### src/rtl/fetch_pkg.sv
// Shared types and constants for the instruction fetch unit.
package fetch_pkg;

  localparam int INST_W = 32;
  localparam int ADDR_W = 32;

  typedef enum logic [1:0] {
    ST_IDLE  = 2'd0,
    ST_FETCH = 2'd1,
    ST_HALT  = 2'd2
  } fetch_state_t;

  typedef struct packed {
    logic [ADDR_W-1:0] pc;
    logic [INST_W-1:0] inst;
  } fetch_entry_t;

  function automatic logic is_word_aligned(input logic [ADDR_W-1:0] addr);
    return (addr[1:0] == 2'b00);
  endfunction

endpackage

### src/rtl/fetch_fifo.sv
// Two-entry buffer between instruction memory and decode. Flush wins over
// push/pop; a push into a full buffer is accepted only when the same cycle pops.
module fetch_fifo
  import fetch_pkg::*;
(
  input  logic         clk,
  input  logic         rst_n,
  input  logic         push,
  input  logic         pop,
  input  logic         flush,
  input  fetch_entry_t wdata,
  output fetch_entry_t rdata,
  output logic         full,
  output logic         empty
);

  fetch_entry_t mem [2];
  logic         wr_ptr;
  logic         rd_ptr;
  logic [1:0]   count;
  logic         do_push;
  logic         do_pop;

  assign full    = (count == 2'd2);
  assign empty   = (count == 2'd0);
  assign do_pop  = pop & ~empty;
  assign do_push = push & (~full | do_pop);

  // Output is forced to zero when empty so stale words never leak to decode.
  assign rdata = empty ? '0 : mem[rd_ptr];

  // Pointer and occupancy tracking; cleared by reset or flush.
  always_ff @(posedge clk or negedge rst_n) begin
    if (!rst_n) begin
      wr_ptr <= 1'b0;
      rd_ptr <= 1'b0;
      count  <= 2'd0;
    end else if (flush) begin
      wr_ptr <= 1'b0;
      rd_ptr <= 1'b0;
      count  <= 2'd0;
    end else begin
      if (do_push) wr_ptr <= ~wr_ptr;
      if (do_pop)  rd_ptr <= ~rd_ptr;
      case ({do_push, do_pop})
        2'b10:   count <= count + 2'd1;
        2'b01:   count <= count - 2'd1;
        default: count <= count;
      endcase
    end
  end

  // Storage write; when full with a simultaneous pop, wr_ptr equals rd_ptr and
  // the slot being overwritten is the one leaving on this same edge.
  always_ff @(posedge clk) begin
    if (do_push && !flush) mem[wr_ptr] <= wdata;
  end

endmodule

### src/rtl/fetch_unit.sv
// Instruction fetch front end: sequential PC generation, 2-entry decode buffer,
// redirect handling and a sticky fault on misaligned redirect targets.
//
// state    | meaning
// ---------+-----------------------------------------------------------
// ST_IDLE  | not fetching; buffered words are kept and still drain
// ST_FETCH | push {fetch_pc, imem_rdata} whenever the buffer has room
// ST_HALT  | end of memory or fault; only a redirect (without fault) or reset leaves
module fetch_unit
  import fetch_pkg::*;
#(
  parameter int               IMEM_WORDS = 64,
  parameter logic [ADDR_W-1:0] RESET_PC  = 32'h0000_0000
) (
  input  logic              clk,
  input  logic              rst_n,
  input  logic              en,
  output logic [ADDR_W-1:0] imem_addr,
  input  logic [INST_W-1:0] imem_rdata,
  input  logic              redirect,
  input  logic [ADDR_W-1:0] redirect_pc,
  output logic              inst_valid,
  input  logic              inst_ready,
  output logic [INST_W-1:0] inst_data,
  output logic [ADDR_W-1:0] inst_pc,
  output logic              halted,
  output logic              fault
);

  localparam logic [ADDR_W-1:0] PC_LIMIT  = ADDR_W'(4 * IMEM_WORDS);
  localparam logic [ADDR_W-1:0] PC_RESET  = {RESET_PC[ADDR_W-1:2], 2'b00};
  localparam logic [ADDR_W-1:0] PC_STRIDE = ADDR_W'(4);

  fetch_state_t      state_q;
  fetch_state_t      state_d;
  logic [ADDR_W-1:0] fetch_pc_q;
  logic [ADDR_W-1:0] fetch_pc_d;
  logic              fault_q;
  logic              fault_d;

  logic              push;
  logic              pop;
  logic              flush;
  logic              buf_full;
  logic              buf_empty;
  logic              in_range;
  fetch_entry_t      wr_entry;
  fetch_entry_t      rd_entry;

  assign in_range   = (fetch_pc_q < PC_LIMIT);
  assign inst_valid = ~buf_empty;
  assign pop        = inst_valid & inst_ready;
  assign wr_entry   = '{pc: fetch_pc_q, inst: imem_rdata};

  assign imem_addr  = fetch_pc_q;
  assign inst_data  = rd_entry.inst;
  assign inst_pc    = rd_entry.pc;
  assign halted     = (state_q == ST_HALT) & buf_empty;
  assign fault      = fault_q;

  // State, fetch PC and sticky fault registers.
  always_ff @(posedge clk or negedge rst_n) begin
    if (!rst_n) begin
      state_q    <= ST_IDLE;
      fetch_pc_q <= PC_RESET;
      fault_q    <= 1'b0;
    end else begin
      state_q    <= state_d;
      fetch_pc_q <= fetch_pc_d;
      fault_q    <= fault_d;
    end
  end

  // Next-state and push decision; redirect overrides everything until a fault.
  always_comb begin
    state_d    = state_q;
    fetch_pc_d = fetch_pc_q;
    fault_d    = fault_q;
    push       = 1'b0;
    flush      = 1'b0;
    if (redirect && !fault_q) begin
      flush = 1'b1;
      if (is_word_aligned(redirect_pc)) begin
        fetch_pc_d = redirect_pc;
        state_d    = ST_FETCH;
      end else begin
        fault_d = 1'b1;
        state_d = ST_HALT;
      end
    end else begin
      case (state_q)
        ST_IDLE: begin
          if (en) state_d = ST_FETCH;
        end
        ST_FETCH: begin
          if (!in_range) begin
            state_d = ST_HALT;
          end else if (!en) begin
            state_d = ST_IDLE;
          end else if (!buf_full || pop) begin
            push       = 1'b1;
            fetch_pc_d = fetch_pc_q + PC_STRIDE;
          end
        end
        ST_HALT: begin
          state_d = ST_HALT;
        end
        default: state_d = ST_IDLE;
      endcase
    end
  end

  fetch_fifo u_fifo (
    .clk   (clk),
    .rst_n (rst_n),
    .push  (push),
    .pop   (pop),
    .flush (flush),
    .wdata (wr_entry),
    .rdata (rd_entry),
    .full  (buf_full),
    .empty (buf_empty)
  );

endmodule

### config.mk
export PLATFORM = sky130hd
export DESIGN_NAME = fetch_unit
export DESIGN_NICKNAME = d
export VERILOG_FILES = /design/src/rtl/fetch_pkg.sv /design/src/rtl/fetch_fifo.sv /design/src/rtl/fetch_unit.sv
export SDC_FILE = /design/constraint.sdc
export NUM_CORES = 1
export LEC_CHECK = 0
export ABC_AREA = 1
export BUFFER_PORTS_ARGS = -buffer_cell sky130_fd_sc_hd__buf_2
export CAP_MARGIN = 40
export CORE_ASPECT_RATIO = 1.2
export CORE_MARGIN = 1.5
export CORE_UTILIZATION = 35
export DETAILED_ROUTE_END_ITERATION = 12
export PLACE_DENSITY_LB_ADDON = 0.3
export SYNTH_ARGS = -nofsm -noshare
export SYNTH_HDL_FRONTEND = slang
export SYNTH_SLANG_ARGS = --single-unit
### constraint.sdc
create_clock -name clk -period 6.2 [get_ports clk]
set_clock_uncertainty 0.15 [all_clocks]
set_input_delay 1.24 -clock clk [delete_from_list [all_inputs] [get_ports clk]]
set_output_delay 1.24 -clock clk [all_outputs]
set_load 0.05 [all_outputs]
==> results of run 1 <==
==> power groups by stage <==
| stage | sequential [mW] | clock [mW] | combinational, mW |
|---|---|---|---|
| floorplan | 1.24 | 0 | 0.852 |
| global placement | 1.25 | 0 | 1.13 |
| detailed placement | 1.25 | 0 | 1.17 |
| CTS | 1.22 | 1.04 | 1.17 |
| global route | 1.22 | 1.09 | 1.24 |
| finish | 1.22 | 1.01 | 1.15 |
==> flip-flops by register name, summed over array words and instances (netlist names) <==
name,flops
u_fifo.mem,128
imem_addr,32
state_q,2
u_fifo.count,2
fault,1
u_fifo.rd_ptr,1
u_fifo.wr_ptr,1
==> placed cells by master, fill, tap and decap left out, types with 2 or more instances in the layout <==
master | Yosys | final
dfrtp_1 | 39 | 38
clkinvlp_4 | 0 | 2
nor2_4 | 1 | 4
o21ai_0 | 16 | 16
inv_1 | 30 | 29
clkinv_4 | 0 | 5
nor2_1 | 78 | 75
o21ai_2 | 2 | 2
inv_6 | 0 | 4
mux2i_1 | 5 | 5
xnor2_1 | 5 | 5
a21oi_1 | 76 | 76
a21oi_2 | 2 | 2
xor2_1 | 3 | 3
a31oi_1 | 2 | 2
nand4_1 | 10 | 10
buf_12 | 0 | 2
buf_2 | 0 | 167
nand3b_1 | 9 | 9
buf_4 | 2 | 5
clkbuf_16 | 0 | 17
edfxtp_1 | 128 | 128
nand3_1 | 30 | 30
or2_2 | 11 | 11
inv_2 | 2 | 3
nand2_1 | 276 | 276
==> final cells by class <==
| class | count | area share |
|---|---|---|
| sequential | 167 | 0.524 |
| multi-input combinational | 534 | 0.262 |
| timing repair buffer | 175 | 0.102 |
| clock buffer | 18 | 0.0466 |
| tap | 270 | 0.0367 |
| clock inverter | 14 | 0.0152 |
| inverter | 33 | 0.0137 |
==> through the flow <==
step | setup slack (ps) | hold slack, ps | power [mW] | area (um^2) | cells
5_1_grt | 2320 | 375 | 3.55 | 9210 | 1211
6_report | 2530 | 345 | 3.39 | 9210 | 1211
2_1_floorplan | 1090 | 366 | 2.09 | 7480 | 766
3_5_place_dp | 2050 | 333 | 2.42 | 8640 | 1179
3_3_place_gp | 2140 | 321 | 2.37 | 8570 | 1176
4_1_cts | 2500 | 350 | 3.43 | 9210 | 1211
==> cell families (layout without fill, tap and decap cells) <==
logic type | count (synthesis) | count (layout)
and+or+nand+nor | 418 | 418
DFF | 167 | 167
AOI/OAI and AO/OA | 102 | 102
buffers and inverters | 65 | 240
xor gates and xnor gates | 8 | 8
muxes | 5 | 5
adders and majority gates | 1 | 1
==> worst max-delay path: stages <==
cell	delay, ps
buf_2	90
nand2_1	60
buf_4	350
nand2_1	150
a31oi_1	260
nand3_1	290
nor2_4	430
buf_4	650
==> layer usage <==
layer	vias up	wire length [um]
li1	2901	-
met1	2742	8380
met2	188	9480
met3	38	996
met4	0	573
met5	-	0
==> path summary, 6_finish.rpt <==
kind                                from                end  slack [ps]
worst max register to register     fault  u_fifo.mem[1][37]        3050
worst min register to register     fault              fault         350
min in group asynchronous          rst_n              fault         600
max in group asynchronous          rst_n      u_fifo.rd_ptr        4800
worst min-delay path               fault              fault         350
worst max-delay path            redirect  u_fifo.mem[1][37]        2530
==> reports/metrics.yaml, run 1 <==
grt_start_max_net_pins: 65
async_reset_ff_frac: 0.234
start_kind: "input pin"
nets: 998
synth.net_count: 836
cts.sinks: 167
ios: 168
drc: 0
hold_viol: 0
die_h_um: 163
synth-main-ff-cell: "edfxtp_1"
num_vias: 5869
area.sequential_um2: 4820
avgSynthCellArea_um2: 9.77
crit_arrival_ps: 3570
diodes: 0
synth_most_common_cell: "nand2_1"
h-tree-depth: 4
post_cts_buffers: 0
clk_pin_slew_ps: 70
min_path_cells: 2
finish.utilization: 0.439
r2r_cells: 8
met2_usage: 0.286
drtIter0Drc: 357
tns_ps: 0
finalSetupViolCount: 0
wire_per_inst_um: 16.0
pwr-share-comb: 0.340
layout-drive-gt1-share: 0.247
grt-busiest-layer: "met2"
ys_types: 32
finalCritPeriodShare: 0.593
leakage_nw: 3.89
antenna_found_initial: 0
place.gp.congestion: 0.958
clk_path_buf_depth: 2
min_period_ps: 3670
run_status: "finished clean"
synth_top_family_by_area: "simple AND/OR/NAND/NOR gates"
clockPowerShare: 0.299
worstPathRequired_ps: 6100
cp_max_fo: 51
synth-simple-area-share: 0.228
tightest_slew_ps: 781
grt.met3_usage: 0.0348
nFillCells: 2037
grt.total_usage: 0.174
netlist_instances: 766
clk_latency_ps: 420
synth_mux_area_frac: 0.00669
holdCritPathClass: "flop to flop"
synth_edf_count: 128
criticalPathCategory: "input pin to flop"
dp_hpwl_um: 13000
synthTopCellsByArea: "edfxtp_1, nand2_1, dfrtp_1"
yosysSeqAreaShare: 0.644
portBuffers: 167
ant_nets: 0
internal-power_mw: 2.01
multi_input_area_um2: 2410
synth_compound_area_frac: 0.0729
yosys-top-cells-count: "nand2_1, edfxtp_1, nor2_1"
synth_fa_ha_area_frac: 0.00167
core_area_um2: 21000
drt-total-wl_um: 19400
power_frac_seq: 0.361
die-area_um2: 22300
numCtsBuffers: 17
overflow: 0
p_per_area_nw_per_um2: 368
grt_setup_unrepaired: "no"
timing.slew.headroom: 0.477
synth_seq_cells: 167
yosysTopAreaCell: "edfxtp_1"
max_freq_ghz: 0.272
p_sw_mw: 1.38
vias_per_cell: 4.85
synth_top_area_share: 0.514
synth_xor_area_frac: 0.00936
rows: 58
area_growth_pct: 23.0
peakVddDrop_mv: 0.262
grt_pass1_wl_um: 29000
max-cap-violations: 0
cts_tree: "done"
crit_path_end_kind: "flop"
cts-root-buf: "clkbuf_16"
first_pass_iters: 6
grt_pass1_vias: 5513
start_util: 0.357
met1_usage: 0.219
cts_resized: 0
die_w_um: 136
slew_violations: 0
netlist_area_um2: 7480
cts_hold_buf: 0
switching_share: 0.406
yosysWarnings: 0
Note: power is estimated with default switching activity, not from simulation.
==> inputs of run 2 (changes only) <==
==> constraint.sdc (replaced) <==
create_clock -name clk -period 3.8 [get_ports clk]
set_clock_uncertainty 0.15 [all_clocks]
set_input_delay 0.76 -clock clk [delete_from_list [all_inputs] [get_ports clk]]
set_output_delay 0.76 -clock clk [all_outputs]
set_load 0.05 [all_outputs]
==> run 2 against run 1 <==
Die area unchanged. Routed wire length decreased by 1.0%. Sequential cell count unchanged. Cell count about the same. Via count increased by 0.10%. Register-to-register slack got worse by 1900 ps. Largest cell class unchanged. Highest routed layer unchanged.
==> reports/metrics.yaml, run 2 (synthesis results as in run 1) <==
cts-root-buf: "clkbuf_16"
tightest_slew_ps: 768  # -13.1 ps
layout_commonest_cell: "nand2_1"
h-tree-depth: 4  # unchanged
grt.total_usage: 0.175  # +0.000820
setup_slack_ps: 636  # -1890 ps
start_kind: "flop"
grt_start_max_net_pins: 65  # unchanged
cts_resized: 0  # unchanged
p_per_area_nw_per_um2: 608  # +65%
holdCritPathClass: "input pin to asynchronous set/reset pin"
place.gp.congestion: 0.920  # -4.0%
run_status: "finished clean"
hold_viol: 0  # unchanged
core_area_um2: 21000  # unchanged
num_vias: 5875  # +0.10%
start_util: 0.357  # unchanged
antenna_found_initial: 0  # unchanged
layout_common_cells: "nand2_1, buf_2, edfxtp_1, a21oi_1, nor2_1"
p_total_mw: 5.63  # +66%
area_growth_pct: 23.9
whs_ps: 165  # -180 ps
grt_setup_unrepaired: "no"
largest_reg_flops: 128  # unchanged
clk_pin_slew_ps: 70  # about the same
pre_cts_slack_ps: 869  # -1180 ps
cts.sinks: 167  # unchanged
nFillCells: 2032  # -0.25%
clk_latency_ps: 420  # about the same
finalSetupViolCount: 0  # unchanged
crit_chain: "inv_2 > buf_12 > nand2_1 > a21oi_1 > buf_2"
cts_hold_buf: 0  # unchanged
dpl.cell_count: 1181  # +0.17%
die_h_um: 163  # unchanged
worstReg2RegStart: "imem_addr[8]"
grt_pass1_vias: 5406  # -1.9%
nets: 1000  # +0.20%
slew_violations: 0  # unchanged
min_period_ps: 3160
cts_tree: "done"
ios: 168  # unchanged
slowest_stage: "dfrtp_2"
numCtsBuffers: 17  # unchanged
dp_hpwl_um: 12900  # -0.27%
vias_per_cell: 4.85  # about the same
overflow: 0  # unchanged
diodes: 0  # unchanged
largest-register: "u_fifo.mem"
grt_pass1_wl_um: 29400  # +1.5%
peakVddDrop_mv: 0.532  # +100%
criticalPathCategory: "flop to primary output"
first_pass_iters: 5  # -1
wire_per_inst_um: 15.9  # -1.1%
crit_arrival_ps: 2250  # -1320 ps
final_cells: 1212  # +0.083%
startpoint: "u_fifo.rd_ptr"
rows: 58  # unchanged
max-cap-violations: 0  # unchanged
drtIter0Drc: 371  # +3.9%
crit_path_end_kind: "primary output"
cp_max_fo: 47  # -7.8%
post_cts_buffers: 0  # unchanged
clk_path_buf_depth: 2  # unchanged
tns_ps: 0  # unchanged
drt-total-wl_um: 19200  # -1.0%
worstPathRequired_ps: 2890  # -3210 ps
worst_path_largest_cell_delay_ps: 550  # -100 ps
layout-drive-gt1-share: 0.243  # -0.00345
max_freq_ghz: 0.316
die_w_um: 136  # unchanged
timing.slew.headroom: 0.486  # +0.00875
portBuffers: 167  # unchanged
drc: 0  # unchanged
leakage_nw: 3.92  # +0.75%
die-area_um2: 22300  # unchanged
ant_nets: 0  # unchanged
finalCritPeriodShare: 0.833
-- run 2: power by group --
group	internal [mW]	total, mW	switching [mW]
Clock	1.09	1.79	0.698
Combinational	0.368	1.82	1.45
Sequential	1.97	2.03	0.0549
-- run 2: path summary, 6_finish.rpt --
| path | slack (ps) | cells after the start | end |
|---|---|---|---|
| max | 640 | 5 | inst_pc[13] |
| min | 170 | 1 | fault |
| max reg2reg | 1130 | 10 | imem_addr[8] |
| min reg2reg | 340 | 2 | fault |
| max in group asynchronous | 2820 | 2 | u_fifo.rd_ptr |
| min in group clk | 340 | 2 | fault |
-- run 2: final cells by class --
class,instances,area [um^2],share of cell area
timing repair buffer,177,968,0.104
clock buffer,18,429,0.0463
inverter,33,126,0.0136
clock inverter,13,178,0.0192
sequential,167,4820,0.520
tap,270,338,0.0364
multi-input combinational,534,2410,0.260
-- run 2: critical path, delay by kind of cell, from the launching register on --
kind	cells	cell delay [ps]
buffers and inverters	3	970
DFF	1	550
AOI/OAI and AO/OA	1	210
and+or+nand+nor	1	80
-- run 2: stage by stage --
step / util / instance area, um^2
final: 0.442 / 9270
after global placement: 0.412 / 8640
after floorplan: - / 7480
after global routing: 0.442 / 9270
after detailed placement: 0.413 / 8660
after CTS: 0.442 / 9270
-- run 2: metal layers --
metal	global-route usage	share of wire
met1	0.235	0.44
met2	0.283	0.49
met3	0.0407	0.057
met4	0.0479	0.010
met5	0	0
==> inputs of run 3 (changes only) <==
==> constraint.sdc (replaced) <==
create_clock -name clk -period 2.7 [get_ports clk]
set_clock_uncertainty 0.15 [all_clocks]
set_input_delay 0.54 -clock clk [delete_from_list [all_inputs] [get_ports clk]]
set_output_delay 0.54 -clock clk [all_outputs]
set_load 0.05 [all_outputs]
==> run 3 against run 2 <==
Power increased by 42%. Hold slack got worse by 120 ps. Via count is essentially flat. Sequential cell count did not move. Critical endpoint is now inst_pc[11]. Largest cell class unchanged. Largest power group unchanged.
==> reports/metrics.yaml, run 3 (synthesis results as in run 1) <==
rows: 58  # unchanged
place.gp.congestion: 0.958  # +4.1%
largest-register: "u_fifo.mem"
max_freq_ghz: 0.379
holdCritPathClass: "input pin to asynchronous set/reset pin"
final_cells: 1229  # +1.4%
dpl.cell_count: 1197  # +1.4%
cp_max_fo: 50  # +6.4%
wire_per_inst_um: 15.9  # +0.38%
design_area_um2: 9490  # +2.3%
drt-total-wl_um: 19600  # +1.8%
ant_nets: 0  # unchanged
max-cap-violations: 0  # unchanged
crit_arrival_ps: 1950  # -300 ps
clk_latency_ps: 420  # about the same
drtIter0Drc: 361  # -2.7%
cts.sinks: 167  # unchanged
slew_violations: 0  # unchanged
grt_pass1_vias: 5582  # +3.3%
die_w_um: 136  # unchanged
ios: 168  # unchanged
layout_commonest_cell: "nand2_1"
peakVddDrop_mv: 0.552  # +3.7%
crit_chain: "buf_12 > nand2_1 > a21oi_1 > buf_2"
clk_pin_slew_ps: 60  # about the same
nFillCells: 2027  # -0.25%
diodes: 0  # unchanged
slowest_stage: "dfrtp_2"
nets: 1016  # +1.6%
grt_setup_unrepaired: "yes"
clk_path_buf_depth: 2  # unchanged
core_area_um2: 21000  # unchanged
largest_reg_flops: 128  # unchanged
start_util: 0.357  # unchanged
numCtsBuffers: 17  # unchanged
grt.total_usage: 0.178  # +0.00333
crit_path_end_kind: "primary output"
die-area_um2: 22300  # unchanged
tightest_slew_ps: 548  # -220 ps
cts_tree: "done"
die_h_um: 163  # unchanged
timing.slew.headroom: 0.635  # +0.149
post_dp_cell_area_um2: 8840  # +2.0%
start_kind: "flop"
drc: 0  # unchanged
grt_pass1_wl_um: 29700  # +0.77%
h-tree-depth: 4  # unchanged
portBuffers: 167  # unchanged
worstPathRequired_ps: 2010  # -880 ps
hold_viol: 0  # unchanged
p_per_area_nw_per_um2: 843  # +39%
vias_per_cell: 4.78  # -1.4%
criticalPathCategory: "flop to primary output"
min_period_ps: 2640
worst_path_largest_cell_delay_ps: 590  # +40 ps
overflow: 0  # unchanged
cts-root-buf: "clkbuf_16"
leakage_nw: 3.96  # +1.0%
first_pass_iters: 5  # unchanged
cts_hold_buf: 0  # unchanged
num_vias: 5873  # -0.034%
layout-drive-gt1-share: 0.287  # +0.0437
area_growth_pct: 26.8
layout_common_cells: "nand2_1, buf_2, edfxtp_1, nor2_1, a21oi_1"
run_status: "finished clean"
finalCritPeriodShare: 0.977
antenna_found_initial: 0  # unchanged
finalSetupViolCount: 0  # unchanged
grt_start_max_net_pins: 65  # unchanged
dp_hpwl_um: 13400  # +3.5%
-- run 3: final timing paths --
check | start | to | slack [ps] | cells past startpoint
worst max-delay path | u_fifo.rd_ptr | inst_pc[11] | 60 | 4
worst min-delay path | rst_n | imem_addr[22] | 50 | 2
worst max register to register | imem_addr[30] | u_fifo.mem[0][54] | 390 | 8
worst min register to register | fault | fault | 350 | 2
max in group asynchronous | rst_n | imem_addr[10] | 1940 | 2
min in group clk | imem_rdata[25] | u_fifo.mem[1][25] | 150 | 1
-- run 3: worst max-delay path: cells and delay by family (launching register included) --
kind,cells,cell delay [ps]
compound gates,1,220
buf+inv,2,600
flops,1,590
simple gates,1,90
-- run 3: what timing repair did --
item / 4_1_cts / 5_1_grt
pin swaps: 0 / 0
endpoints found under the setup margin: 2 / 13
resized for setup: 3 / 13
setup buffers: 0 / 0
-- run 3: cell type report --
cell class / instances / area [um^2] / share of cell area
multi-input cells: 534 / 2440 / 0.257
clock buffers: 19 / 433 / 0.0456
flip-flops and latches: 167 / 4850 / 0.512
inverters: 33 / 126 / 0.0133
clock inverters: 13 / 176 / 0.0186
repair buffers: 193 / 1120 / 0.118
well taps: 270 / 338 / 0.0356
-- run 3: power breakdown --
| part | internal, mW | switching [mW] |
|---|---|---|
| Combinational | 0.587 | 2.05 |
| Clock | 1.54 | 0.965 |
| Sequential | 2.78 | 0.0770 |
-- run 3: per-stage QoR --
step	hold WS, ps	power (mW)	setup WS, ps	setup TNS, ps	utilization
final	46.4	8.00	62.7	0	0.452
after global routing	82.3	8.35	-47.5	-229	0.452
after CTS	58.7	8.07	8.64	0	0.451
after detailed placement	342	5.56	293	0	0.421
after global placement	332	5.55	319	0	0.421
after floorplan	94.4	4.81	-54.4	-5550	-
-- run 3: metal layers --
metal  vias up  wire length [um]  share of wire  global-route usage
met5         -                 0              0                   0
met4         0               371          0.019              0.0643
met3        20               783          0.040              0.0341
met2       157              9820           0.50               0.305
met1      2774              8590           0.44               0.223
li1       2922                 -              -                   -
